$ cat src/rtl/c0_loader_pkg.sv
// Shared types and constants for the UART boot loader.
// Optional checksum support is selected by the C0_LOADER_CSUM_EN macro.
package c0_loader_pkg;

   // Receiver bit-level states.
   typedef enum logic [1:0] {
      R_IDLE,
      R_START,
      R_DATA,
      R_STOP
   } rx_state_t;

   // Packet-level states.
   typedef enum logic [2:0] {
      P_MAGIC,
      P_LEN0,
      P_LEN1,
      P_DATA,
      P_WRITE,
      P_CSUM,
      P_DONE
   } pkt_state_t;

   localparam logic [7:0] MAGIC_BYTE = 8'hA5;
   localparam int         LEN_W      = 16;

endpackage

$ cat src/rtl/c0_uart_rx.sv
// 8N1 UART receiver: 2-flop synchroniser, mid-bit sampling, glitch-rejecting
// start detection. Emits a one-cycle byte_valid pulse (there is no ready: the
// consumer must take data while byte_valid is high, data then stays stable
// until the next byte) or a one-cycle frame_err pulse on a bad stop bit.
module c0_uart_rx
   import c0_loader_pkg::*;
#(
   parameter int CLKS_PER_BIT = 868
) (
   input  logic       clk,
   input  logic       rst,
   input  logic       rx,
   output logic [7:0] data,
   output logic       byte_valid,
   output logic       frame_err
);

   localparam int            CW        = $clog2(CLKS_PER_BIT);
   localparam logic [CW-1:0] FULL_LAST = CW'(CLKS_PER_BIT - 1);
   localparam logic [CW-1:0] HALF_LAST = CW'(CLKS_PER_BIT / 2 - 1);

   logic          rx_meta;
   logic          rx_sync;
   rx_state_t     state;
   logic [CW-1:0] cnt;
   logic [2:0]    bit_idx;
   logic [7:0]    shreg;

   // Two-flop synchroniser for the asynchronous pad; idles high.
   always_ff @(posedge clk) begin
      if (rst) begin
         rx_meta <= 1'b1;
         rx_sync <= 1'b1;
      end else begin
         rx_meta <= rx;
         rx_sync <= rx_meta;
      end
   end

   // Receive FSM: half-bit start check, then one sample per bit period.
   always_ff @(posedge clk) begin
      if (rst) begin
         state      <= R_IDLE;
         cnt        <= '0;
         bit_idx    <= '0;
         shreg      <= '0;
         data       <= '0;
         byte_valid <= 1'b0;
         frame_err  <= 1'b0;
      end else begin
         byte_valid <= 1'b0;
         frame_err  <= 1'b0;
         case (state)
            R_IDLE: begin
               cnt <= '0;
               if (!rx_sync) state <= R_START;
            end
            R_START: begin
               if (cnt == HALF_LAST) begin
                  cnt     <= '0;
                  bit_idx <= '0;
                  state   <= rx_sync ? R_IDLE : R_DATA;
               end else begin
                  cnt <= cnt + 1'b1;
               end
            end
            R_DATA: begin
               if (cnt == FULL_LAST) begin
                  cnt     <= '0;
                  shreg   <= {rx_sync, shreg[7:1]};
                  bit_idx <= bit_idx + 1'b1;
                  if (bit_idx == 3'd7) state <= R_STOP;
               end else begin
                  cnt <= cnt + 1'b1;
               end
            end
            R_STOP: begin
               if (cnt == FULL_LAST) begin
                  cnt   <= '0;
                  state <= R_IDLE;
                  if (rx_sync) begin
                     data       <= shreg;
                     byte_valid <= 1'b1;
                  end else begin
                     frame_err <= 1'b1;
                  end
               end else begin
                  cnt <= cnt + 1'b1;
               end
            end
            default: state <= R_IDLE;
         endcase
      end
   end

endmodule

$ cat src/rtl/c0_uart_loader.sv
// Boot loader top: parses A5 / len16 / data-words packets from the UART and
// writes little-endian words to SRAM port 0 from address 0, holding the core
// in reset until the image is complete. Define C0_LOADER_CSUM_EN to require a
// trailing XOR checksum byte after the data.
module c0_uart_loader
   import c0_loader_pkg::*;
#(
   parameter int CLKS_PER_BIT = 868,
   parameter int ADDR_BITS    = 8
) (
   input  logic                 clk_g,
   input  logic                 rst_g,
   input  logic                 rx,
   output logic                 sram_csb0,
   output logic                 sram_web0,
   output logic [3:0]           sram_wmask0,
   output logic [ADDR_BITS-1:0] sram_addr0,
   output logic [31:0]          sram_din0,
   output logic                 core_rst_o,
   output logic                 load_done_o,
   output logic                 load_err_o
);

   localparam int          IW    = ADDR_BITS + 1;
   localparam logic [31:0] DEPTH = 32'd1 << ADDR_BITS;

   logic [7:0]       rx_data;
   logic             byte_valid;
   logic             frame_err;
   pkt_state_t       state;
   logic [7:0]       len_lo;
   logic [LEN_W-1:0] len_rx;
   logic [IW-1:0]    word_count;
   logic [IW-1:0]    word_idx;
   logic [IW-1:0]    idx_next;
   logic [1:0]       byte_idx;
   logic [23:0]      word_buf;
`ifdef C0_LOADER_CSUM_EN
   logic [7:0]       csum;
`endif

   c0_uart_rx #(
      .CLKS_PER_BIT(CLKS_PER_BIT)
   ) u_rx (
      .clk       (clk_g),
      .rst       (rst_g),
      .rx        (rx),
      .data      (rx_data),
      .byte_valid(byte_valid),
      .frame_err (frame_err)
   );

   // Length being received and next word index, used for decisions below.
   always_comb begin
      len_rx   = {rx_data, len_lo};
      idx_next = word_idx + IW'(1);
   end

   // Packet FSM with registered SRAM strobes and status outputs.
   always_ff @(posedge clk_g) begin
      if (rst_g) begin
         state       <= P_MAGIC;
         sram_csb0   <= 1'b1;
         sram_web0   <= 1'b1;
         sram_wmask0 <= 4'h0;
         sram_addr0  <= '0;
         sram_din0   <= '0;
         core_rst_o  <= 1'b1;
         load_done_o <= 1'b0;
         load_err_o  <= 1'b0;
         len_lo      <= '0;
         word_count  <= '0;
         word_idx    <= '0;
         byte_idx    <= '0;
         word_buf    <= '0;
`ifdef C0_LOADER_CSUM_EN
         csum        <= '0;
`endif
      end else begin
         // Write strobe lasts exactly one cycle.
         sram_csb0   <= 1'b1;
         sram_web0   <= 1'b1;
         sram_wmask0 <= 4'h0;
         if (frame_err && state != P_DONE) begin
            // Drop the partial word; completed words stay in SRAM.
            state      <= P_MAGIC;
            load_err_o <= 1'b1;
         end else begin
            case (state)
               P_MAGIC: begin
                  if (byte_valid && rx_data == MAGIC_BYTE) begin
                     load_err_o <= 1'b0;
                     state      <= P_LEN0;
                  end
               end
               P_LEN0: begin
                  if (byte_valid) begin
                     len_lo <= rx_data;
                     state  <= P_LEN1;
                  end
               end
               P_LEN1: begin
                  if (byte_valid) begin
                     word_idx <= '0;
                     byte_idx <= '0;
`ifdef C0_LOADER_CSUM_EN
                     csum     <= '0;
`endif
                     if (len_rx == '0) begin
                        load_done_o <= 1'b1;
                        state       <= P_DONE;
                     end else if ({16'd0, len_rx} > DEPTH) begin
                        load_err_o <= 1'b1;
                        state      <= P_MAGIC;
                     end else begin
                        word_count <= len_rx[IW-1:0];
                        state      <= P_DATA;
                     end
                  end
               end
               P_DATA: begin
                  if (byte_valid) begin
                     byte_idx <= byte_idx + 1'b1;
`ifdef C0_LOADER_CSUM_EN
                     csum     <= csum ^ rx_data;
`endif
                     case (byte_idx)
                        2'd0: word_buf[7:0]   <= rx_data;
                        2'd1: word_buf[15:8]  <= rx_data;
                        2'd2: word_buf[23:16] <= rx_data;
                        default: begin
                           sram_csb0   <= 1'b0;
                           sram_web0   <= 1'b0;
                           sram_wmask0 <= 4'hF;
                           sram_addr0  <= word_idx[ADDR_BITS-1:0];
                           sram_din0   <= {rx_data, word_buf};
                           state       <= P_WRITE;
                        end
                     endcase
                  end
               end
               P_WRITE: begin
                  word_idx <= idx_next;
                  if (idx_next == word_count) begin
`ifdef C0_LOADER_CSUM_EN
                     state <= P_CSUM;
`else
                     load_done_o <= 1'b1;
                     state       <= P_DONE;
`endif
                  end else begin
                     state <= P_DATA;
                  end
               end
               P_CSUM: begin
`ifdef C0_LOADER_CSUM_EN
                  if (byte_valid) begin
                     if (rx_data == csum) begin
                        load_done_o <= 1'b1;
                        state       <= P_DONE;
                     end else begin
                        load_err_o <= 1'b1;
                        state      <= P_MAGIC;
                     end
                  end
`else
                  state <= P_MAGIC;
`endif
               end
               P_DONE: begin
                  // Release the core one cycle after load_done_o rises.
                  core_rst_o <= 1'b0;
               end
               default: state <= P_MAGIC;
            endcase
         end
      end
   end

endmodule

$ cat config.mk
export PLATFORM = sky130hd
export DESIGN_NAME = c0_uart_loader
export DESIGN_NICKNAME = d
export VERILOG_FILES = /design/src/rtl/c0_loader_pkg.sv /design/src/rtl/c0_uart_rx.sv /design/src/rtl/c0_uart_loader.sv
export SDC_FILE = /design/constraint.sdc
export NUM_CORES = 1
export LEC_CHECK = 0
export BUFFER_PORTS_ARGS = -buffer_cell sky130_fd_sc_hd__buf_2
export CAP_MARGIN = 20
export CORE_MARGIN = 8
export CORE_UTILIZATION = 45
export DETAILED_ROUTE_END_ITERATION = 16
export GPL_ROUTABILITY_DRIVEN = 0
export GPL_TIMING_DRIVEN = 0
export PLACE_DENSITY = 0.6
export SLEW_MARGIN = 30
export SYNTH_ARGS = -nofsm -noshare
export SYNTH_HDL_FRONTEND = slang
export SYNTH_SLANG_ARGS = --single-unit
$ cat constraint.sdc
create_clock -name clk_g -period 3.02 [get_ports clk_g]
set_clock_uncertainty 0.2 [all_clocks]
set_input_delay 0.453 -clock clk_g [delete_from_list [all_inputs] [get_ports clk_g]]
set_output_delay 0.453 -clock clk_g [all_outputs]
set_load 0.1 [all_outputs]
==> summary.md, run 1 <==
| Metric | Value |
|---|---|
| Initial detailed-routing violation count | `301` |
| Worst-path clk slew | `0.06 ns` |
| Worst hold path type | `in -> reg` |
| Global-route usage over all layers | `17.48%` |
| RSZ-0062 raised after global routing | `false` |
| Die height | `129.0 um` |
| Sw Ratio | `20.56%` |
| Hold buffers post-CTS | `0` |
| Tcrit/Tclk final | `86.65%` |
| Final hold violation count | `0` |
| Synth top area share | `47.07%` |
| Top cells by area, synth | `dfxtp_1, nand2_1, a21oi_1` |
| Asr flop ratio synth | `0%` |
| # DRC | `0` |
| Layout cells sized above 1 | `13.15%` |
| Worst-Margin Slew | `0.8789 ns` |
| Clk_lat worst skew | `0.42 ns` |
| Mapped cell area | `5742 um2` |
| Power Total | `4.026 mW` |
| Layout area overhead | `19.20%` |
| GR Util met3 | `5.254%` |
| Gate power share | `1.9%` |
| Sequential-to-total area share from yosys stat | `47.07%` |
| Setup crit start kind | `register` |
| Fin Setup TNS | `0 ns` |
| H-Tree Depth | `4` |
| EDFF count, synth | `0` |
| First-pass detailed-route iteration total | `5` |
| Netlist cell types | `54` |
| PD cells | `588.2 nW/um2` |
| Syn. warnings | `0` |
| Vias in the first global route | `4831` |
| Tmin final | `2.617 ns` |
| IO Pins | `52` |
| Full die area | `16630 um2` |
| DR vias | `5030` |
| Gr ovfl total | `0` |
| # nets final | `795` |
| Resized cells post-CTS | `0` |
| Maximum VDD drop | `0.3410 mV` |
| Clock buffer count from CTS | `17` |
| Top FF cell, synth | `dfxtp_1` |
| Global-route wire length before repair | `22930 um` |
| Global route hottest layer | `met2` |
| Largest net degree at the start of global routing | `17` |
| Slew Limit Fails | `0` |
| Clock buffer depth | `2` |
| Hold WS | `0.02151 ns` |
| Count leader, synth | `nand2_1` |
| Hold path depth | `2` |
| Final setup fails | `0` |
| Leakage | `2.575 nW` |
| Yosys reg bits | `135` |
| Internal Pwr Total | `3.198 mW` |
| Worst r2r path cells | `7` |
| Worst Path Arrival | `2.68 ns` |
| Max Cap Violations | `0` |
| Port Buf Inserts | `51` |
| Routed WL | `14040 um` |
| Setup bufs post-CTS | `0` |
| Syn avg cell area | `8.110 um2` |
| Drt wl/cell | `14.57 um` |
| Core ar. | `12520 um2` |
| CTS root buffer | `clkbuf_16` |
| Post-synth top area cell | `dfxtp_1` |
| Sw power | `827.7 uW` |
| Initial core utilization | `45.87%` |
| Critical Path End Type | `register` |
| Kind of critical path | `reg -> reg` |
| Flop pwr share | `44.5%` |
| Slew headroom | `40.95%` |
| CP max FO | `10` |
| Clk pwr share | `53.6%` |
| Vias per cell | `5.223` |
| Rows | `41` |
| CTS sink cnt | `135` |
| Hpwl dp | `10150 um` |
| Antenna Nets Post-Route | `0` |
| Cells after Synth | `708` |
| Critical Path RT | `3.08 ns` |
| Met2 Usage GRT | `29.37%` |
| Number of antenna violations at the first check in global routing | `0` |
| Die width | `129.0 um` |
| N_diodes | `0` |
| Fmax achieved | `382.1 MHz` |
| Post-synth top cells | `nand2_1, dfxtp_1, a21oi_1` |
| CTS tree | `built` |
| Met1 Resource Use GR | `20.24%` |
| Status | `complete, no violations` |
| Synthesized net count | `725` |
state kept, by name (all words and copies together), names as in the netlist, named ones only:
name and count:
word_idx 9, sram_wmask0 1, load_err_o 1, load_done_o 1, len_lo 8, byte_idx 2, u_rx.rx_sync 1, u_rx.rx_meta 1
core_rst_o 1, sram_addr0 8, u_rx.data 8, state 3, word_buf 24, u_rx.cnt 10, u_rx.state 1, word_count 9
u_rx.shreg 8, sram_web0 1, u_rx.byte_valid 1, u_rx.bit_idx 3, u_rx.frame_err 1, sram_din0 32
worst paths after layout:
path,slack [ns],endpoint,from
worst max-delay path,0.40,sram_web0$_SDFF_PP1_,state[0]$_SDFFE_PP0P_
worst min-delay path,0.02,u_rx.rx_meta$_SDFF_PP1_,rx
worst max register to register,0.40,sram_web0$_SDFF_PP1_,state[0]$_SDFFE_PP0P_
worst min register to register,0.22,u_rx.rx_sync$_SDFF_PP1_,u_rx.rx_meta$_SDFF_PP1_
worst max-delay path, stage by stage, from the launching register on:
cell and delay (ns):
dfxtp_1 0.30, clkbuf_1 0.33, inv_1 0.17, nor3_1 0.33, and2_1 0.17, clkbuf_1 0.28, clkbuf_1 0.46, nand2_1 0.21
placed cells by master (no fill, tap or decap), types with 3 or more instances in the layout:
cell type,n
inv_1,16
clkbuf_1,42
nand4_1,4
a21oi_1,101
xor2_1,7
or2_2,6
clkbuf_16,17
clkbuf_8,4
nand2_1,161
and3_1,3
xnor2_1,13
dfxtp_1,135
bufinv_16,3
nor3b_1,3
nor4_1,3
buf_4,6
o31ai_1,3
buf_2,54
ha_1,14
o21ai_0,15
a22oi_1,3
or4_1,4
nor3_1,10
nand3_1,39
nand2b_1,5
mux2i_1,18
nor2_1,53
through the flow:
step                      std cells  instance area [um2]  utilization, %  setup slack [ns]
after floorplan                 708                 5742               -            0.9238
after global placement          931                 6212           49.63            0.4484
after detailed placement        931                 6218           49.68            0.4398
after CTS                       963                 6844           54.68            0.4090
after global routing            963                 6844           54.68            0.1613
final                           963                 6844           54.68            0.4031
metal layers:
| metal | part of all wire (%) | routed length [um] |
|---|---|---|
| met5 | 0 | 0 |
| met4 | 2.1 | 291 |
| met3 | 6.0 | 840 |
| met2 | 48 | 6762 |
| met1 | 44 | 6141 |
power groups by stage:
stage               Sequential [mW]  Clock (mW)  Combinational [mW]
floorplan                      1.83           0              0.0556
finish                         1.79        2.16              0.0783
CTS                            1.79        2.19              0.0791
detailed placement             1.83           0              0.0789
global route                   1.79        2.27              0.0877
global placement               1.83           0              0.0778
layout make-up:
cell class	instances	area [um2]
fill	1257	5673
timing repair buffer	51	255.2
clock inverter	10	141.4
inverter	16	60.06
multi-input combinational	507	2771
tap	172	215.2
buffer	50	214.0
clock buffer	22	484.2
sequential	135	2703
kinds of logic after synthesis:
logic type / after synthesis / synth area share [%]
buffers and inverters: 66 / 4.772
flip-flops: 135 / 47.07
multiplexers: 18 / 3.138
XOR/XNOR: 20 / 3.051
adder cells (fa/ha/maj): 14 / 3.051
AO/OA/AOI/OAI: 146 / 14.86
AND/OR/NAND/NOR: 309 / 24.06
Note: power is estimated with default switching activity, not from simulation.
==> run 2: changes to the inputs <==
- ABC_AREA: not set -> 1
==> run 2 against run 1 <==
Net effect:
- power up 4.6%
- final cell count up 3.2%
- cell area up 0.69%
- via count about the same
- sequential power about the same
- register-to-register slack better by 0.44 ns
- maximum frequency up 20%
- sequential share of layout area down 0.27 points
- synthesized area up 0.87%
- first-iteration DRC count down 8.3%
- synthesized cell count up 4.5%
- critical path depth up 7
- critical path type unchanged
- largest cell class is now flip-flops and latches
==> summary.md, run 2 <==
| Metric | Value |
|---|---|
| Status | `complete, no violations` |
| Die width | `129.5 um` |
| Worst hold endpoint | `u_rx.rx_meta$_SDFF_PP1_` |
| Worst-path clk slew | `0.05 ns` |
| Yosys reg bits | `135` |
| Antenna Nets Post-Route | `0` |
| Synthesized net count | `757` |
| Top reg by flops | `sram_din0` |
| Tcrit/Tclk final | `72.13%` |
| Final Instance Area | `6892 um2` |
| Hpwl dp | `10230 um` |
| Rows | `41` |
| Tmin final | `2.178 ns` |
| Top FF cell, synth | `dfxtp_1` |
| Kind of critical path | `reg -> reg` |
| Multi-input logic area | `2590 um2` |
| Count leader, synth | `dfxtp_1` |
| Worst R2R End | `state[0]$_SDFFE_PP0P_` |
| Final hold violation count | `0` |
| Post-synth top area cell | `dfxtp_1` |
| N_diodes | `0` |
| Largest net degree at the start of global routing | `17` |
| Initial core utilization | `45.90%` |
| Routed WL | `13790 um` |
| Sequential-to-total area share from yosys stat | `46.66%` |
| Slew Limit Fails | `0` |
| Slew headroom | `51.94%` |
| # nets final | `826` |
| Global-route wire length before repair | `22420 um` |
| Reg area | `2703 um2` |
| Max Cap Violations | `0` |
| Maximum VDD drop | `0.3930 mV` |
| Post-synth top cells | `dfxtp_1, nor2_1, nand2_1` |
| IO Pins | `52` |
| Synth top area share | `46.66%` |
| Setup crit start kind | `register` |
| Largest regs | `sram_din0 x32, word_buf x24, u_rx.cnt x10` |
| CTS tree | `built` |
| EDFF count, synth | `0` |
| Netlist cell types | `40` |
| Most frequent cells in the layout | `dfxtp_1, nor2_1, nand2_1` |
| H-Tree Depth | `4` |
| Resized cells post-CTS | `0` |
| Clk_lat worst skew | `0.42 ns` |
| Start of the worst register-to-register path | `word_idx[2]$_SDFFE_PP0P_` |
| Core ar. | `12620 um2` |
| Layout area overhead | `18.99%` |
| First-pass detailed-route iteration total | `5` |
| Number of antenna violations at the first check in global routing | `0` |
| Worst r2r path cells | `14` |
| Final setup fails | `0` |
| # DRC | `0` |
| Vias in the first global route | `4602` |
| Worst-Margin Slew | `0.7209 ns` |
| Critical Path End Type | `register` |
| Syn. warnings | `0` |
| Setup bufs post-CTS | `0` |
| Hold path start | `rx` |
| Vias per cell | `5.058` |
| Max FFs per register | `32` |
| RSZ-0062 raised after global routing | `false` |
| Clock buffer count from CTS | `17` |
| Leakage | `2.844 nW` |
| Full die area | `16760 um2` |
| Worst Path Arrival | `2.29 ns` |
| Hold buffers post-CTS | `0` |
| Commonest non-fill, non-tap cell in the layout | `dfxtp_1` |
| Syn avg cell area | `7.827 um2` |
| Hold path depth | `2` |
| Fin Setup TNS | `0 ns` |
| Layout cells sized above 1 | `16.79%` |
| CTS sink cnt | `135` |
| Fmax achieved | `459.1 MHz` |
| Gr ovfl total | `0` |
| Asr flop ratio synth | `0%` |
| Clock buffer depth | `2` |
| Fill count | `1242` |
| Global-route usage over all layers | `17.14%` |
| Port Buf Inserts | `50` |
| Worst hold path type | `in -> reg` |
| Drt wl/cell | `13.88 um` |
| PD cells | `611.3 nW/um2` |
| DR vias | `5028` |
| Die height | `129.5 um` |
| FF-to-FF setup slack | `0.84 ns` |
| Top cells by area, synth | `dfxtp_1, nor2_1, nand2_1` |
| Mapped cell area | `5792 um2` |
| Cells after Synth | `740` |
| Initial detailed-routing violation count | `276` |
| CP max FO | `9` |
| CTS root buffer | `clkbuf_16` |
| Placed inst area | `6257 um2` |
| Critical Path RT | `3.13 ns` |
[run 2: worst max-delay path by stage]
stage                              startpoint  slack (ns)                          to
floorplan           sram_wmask0[2]$_SDFF_PP0_        0.97              sram_wmask0[1]
global placement        state[1]$_SDFFE_PP0P_        0.93  sram_din0[15]$_SDFFE_PP0P_
detailed placement      state[1]$_SDFFE_PP0P_        0.89  sram_din0[15]$_SDFFE_PP0P_
CTS                     state[1]$_SDFFE_PP0P_        0.88  sram_din0[15]$_SDFFE_PP0P_
global route         word_idx[2]$_SDFFE_PP0P_        0.63       state[0]$_SDFFE_PP0P_
finish               word_idx[2]$_SDFFE_PP0P_        0.84       state[0]$_SDFFE_PP0P_
[run 2: critical path, cell delays in order, from the launching register on]
cell     delay, ns
dfxtp_1       0.30
buf_2         0.19
nand2_1       0.07
nor2_1        0.38
nand2_1       0.10
nand2_1       0.08
nor2_1        0.04
nor2_1        0.17
nand2_1       0.07
nor2_1        0.16
nand2_1       0.07
nand2_1       0.07
nand2_1       0.05
nand2_1       0.06
a21oi_1       0.06
[run 2: layout make-up]
cell class / count / area share [%]
well taps: 172 / 3.123
plain buffers: 33 / 2.651
repair buffers: 50 / 3.631
clock inverters: 8 / 2.070
inverters: 83 / 4.593
multi-input cells: 489 / 37.58
flip-flops and latches: 135 / 39.22
clock buffers: 24 / 7.135
[run 2: per-stage QoR]
stage	total power [mW]	setup slack [ns]	util [%]	hold WS (ns)	std cells
2_1_floorplan	2.003	0.9748	-	0.1895	740
3_3_place_gp	2.043	0.9327	49.58	0.2007	962
3_5_place_dp	2.051	0.8914	49.58	0.2143	962
4_1_cts	4.252	0.8757	54.61	0.001123	994
5_1_grt	4.372	0.6328	54.61	0.009063	994
6_report	4.213	0.8416	54.61	0.01198	994
[run 2: cells by family (layout without fill, tap and decap cells)]
kind of cell | Yosys count | in the layout | synth area share, %
simple gates | 303 | 303 | 23.20
compound gates | 170 | 170 | 18.19
flops | 135 | 135 | 46.66
buf+inv | 116 | 198 | 8.619
fa+ha+maj | 14 | 14 | 3.024
xor+xnor | 2 | 2 | 0.3025
[run 2: per-layer routing]
layer	track usage [%]	share of wire, %	up-vias
met4	7.309	1.8	0
li1	-	-	2580
met3	4.519	6.1	23
met1	21.81	48	2310
met5	0	0	-
met2	26.90	45	115
[run 2: where the power goes]
group / internal [mW] / total, mW / leakage (nW) / switching, mW
combinational: 0.0642 / 0.196 / 1.45 / 0.132
clock: 1.46 / 2.20 / 0.310 / 0.737
sequential: 1.80 / 1.82 / 1.09 / 0.0151
==> run 3: changes to the inputs <==
- clock period: 3.02 -> 2.16 ns (I/O delays scaled with it)
==> run 3 against run 2 <==
Net effect:
- final cell count up 1.1%
- combinational power grew 43%
- setup slack got worse by 0.72 ns
- power increased by 40%
- clock power increased by 40%
- critical endpoint is now word_count[8]$_SDFFE_PP0P_
- highest routed layer unchanged
==> summary.md, run 3 (synthesis gave the netlist of run 2 again) <==
| Metric | Value |
|---|---|
| Status | `complete, no violations` |
| CP max FO | `10` |
| Largest regs | `sram_din0 x32, word_buf x24, u_rx.cnt x10` |
| Die width | `129.5 um` |
| Final setup fails | `0` |
| CTS root buffer | `clkbuf_16` |
| Placed inst area | `6257 um2` |
| Max FFs per register | `32` |
| Top reg by flops | `sram_din0` |
| Largest net degree at the start of global routing | `17` |
| Worst hold path type | `reg -> reg` |
| Gr ovfl total | `0` |
| Vias per cell | `5.087` |
| DR vias | `5112` |
| Vias in the first global route | `4607` |
| PD cells | `838.0 nW/um2` |
| Core ar. | `12620 um2` |
| Initial core utilization | `45.90%` |
| RSZ-0062 raised after global routing | `true` |
| Worst r2r path cells | `9` |
| Global-route wire length before repair | `22450 um` |
| Fin Setup TNS | `0 ns` |
| Kind of critical path | `reg -> reg` |
| Fmax achieved | `491.3 MHz` |
| Clock buffer depth | `2` |
| Leakage | `2.894 nW` |
| Critical Path End Type | `register` |
| Worst Path Arrival | `2.10 ns` |
| First-pass detailed-route iteration total | `7` |
| Full die area | `16760 um2` |
| Hold path start | `u_rx.rx_meta$_SDFF_PP1_` |
| Worst R2R End | `word_count[8]$_SDFFE_PP0P_` |
| Global route hottest layer | `met2` |
| Met1 Resource Use GR | `21.79%` |
| Layout area overhead | `21.45%` |
| Worst hold endpoint | `u_rx.rx_sync$_SDFF_PP1_` |
| Number of antenna violations at the first check in global routing | `0` |
| Hpwl dp | `10230 um` |
| Final hold violation count | `0` |
| Pre-CTS WS | `0.03144 ns` |
| Maximum VDD drop | `0.5500 mV` |
| Hold path depth | `1` |
| Setup crit start kind | `register` |
| CTS sink cnt | `135` |
| Final Instance Area | `7034 um2` |
| GR Util met3 | `4.560%` |
| Tmin final | `2.036 ns` |
| Final worst setup slack | `0.1244 ns` |
| Antenna Nets Post-Route | `0` |
| Rows | `41` |
| FF-to-FF setup slack | `0.12 ns` |
| N_diodes | `0` |
| Worst-path clk slew | `0.06 ns` |
| Layout cells sized above 1 | `19.69%` |
| Initial detailed-routing violation count | `306` |
| Most frequent cells in the layout | `nor2_1, dfxtp_1, nand2_1` |
| Start of the worst register-to-register path | `u_rx.data[3]$_SDFFE_PP0P_` |
| Hold WS | `0.2280 ns` |
| Port Buf Inserts | `50` |
| Tcrit/Tclk final | `94.24%` |
| Routed WL | `13840 um` |
| Slew Limit Fails | `0` |
| Global-route usage over all layers | `17.16%` |
| # DRC | `0` |
| Slew headroom | `50.96%` |
| Clk_lat worst skew | `0.42 ns` |
| Drt wl/cell | `13.77 um` |
| Die height | `129.5 um` |
| Critical Path RT | `2.23 ns` |
| H-Tree Depth | `4` |
| Worst-Margin Slew | `0.7356 ns` |
| Max Cap Violations | `0` |
| IO Pins | `52` |
| # nets final | `837` |
| Clock buffer count from CTS | `17` |
| Met2 Usage GRT | `26.96%` |
| CTS tree | `built` |
[run 3: critical path: stages, from the launching register on]
cell and delay (ns):
dfxtp_1 0.31, inv_1 0.28, nand4_1 0.16, nor3_2 0.15, o21ai_2 0.12, nor2_2 0.14
nand3_4 0.14, buf_6 0.19, nor2_1 0.15, a211oi_2 0.05
[run 3: routing by layer]
| metal | vias up | wire [um] |
|---|---|---|
| met5 | - | 0 |
| met4 | 0 | 289 |
| met3 | 30 | 761 |
| met2 | 113 | 6156 |
| met1 | 2366 | 6630 |
| li1 | 2603 | - |
[run 3: timing repair]
item,in CTS,in global routing
hold buffers,1,0
endpoints found under the hold margin,1,0
setup buffers,0,10
resized for setup,0,25
setup endpoints to repair,0,72
[run 3: layout make-up]
| class | instances | area [um2] |
|---|---|---|
| Clock inverter | 8 | 142.6 |
| Fill cell | 1233 | 5585 |
| Sequential cell | 135 | 2706 |
| Buffer | 33 | 185.2 |
| Tap cell | 172 | 215.2 |
| Timing Repair Buffer | 61 | 335.3 |
| Inverter | 83 | 334.1 |
| Clock buffer | 24 | 491.7 |
| Multi-Input combinational cell | 489 | 2624 |
[run 3: through the flow]
step	std cells	power (mW)	util, %
global route	1005	6.120	55.74
floorplan	740	2.801	-
CTS	995	5.946	54.69
detailed placement	962	2.867	49.58
global placement	962	2.856	49.58
finish	1005	5.895	55.74
[run 3: where the power goes]
| group | total (mW) | switching [mW] | leakage, nW | internal [mW] |
|---|---|---|---|---|
| logic | 0.280 | 0.187 | 1.49 | 0.0930 |
| clock network | 3.08 | 1.03 | 0.310 | 2.05 |
| registers | 2.54 | 0.0215 | 1.09 | 2.52 |
[run 3: worst max-delay path by stage]
| stage | startpoint | to | slack, ns | cells after the start |
|---|---|---|---|---|
| 5_1_grt | word_idx[2]$_SDFFE_PP0P_ | state[0]$_SDFFE_PP0P_ | -0.002 | 14 |
| 3_3_place_gp | state[1]$_SDFFE_PP0P_ | sram_din0[15]$_SDFFE_PP0P_ | 0.07 | 12 |
| 2_1_floorplan | sram_wmask0[2]$_SDFF_PP0_ | sram_wmask0[1] | 0.24 | 1 |
| 3_5_place_dp | state[1]$_SDFFE_PP0P_ | sram_din0[15]$_SDFFE_PP0P_ | 0.03 | 12 |
| 6_report | u_rx.data[3]$_SDFFE_PP0P_ | word_count[8]$_SDFFE_PP0P_ | 0.12 | 9 |
| 4_1_cts | state[1]$_SDFFE_PP0P_ | sram_din0[15]$_SDFFE_PP0P_ | 0.02 | 12 |
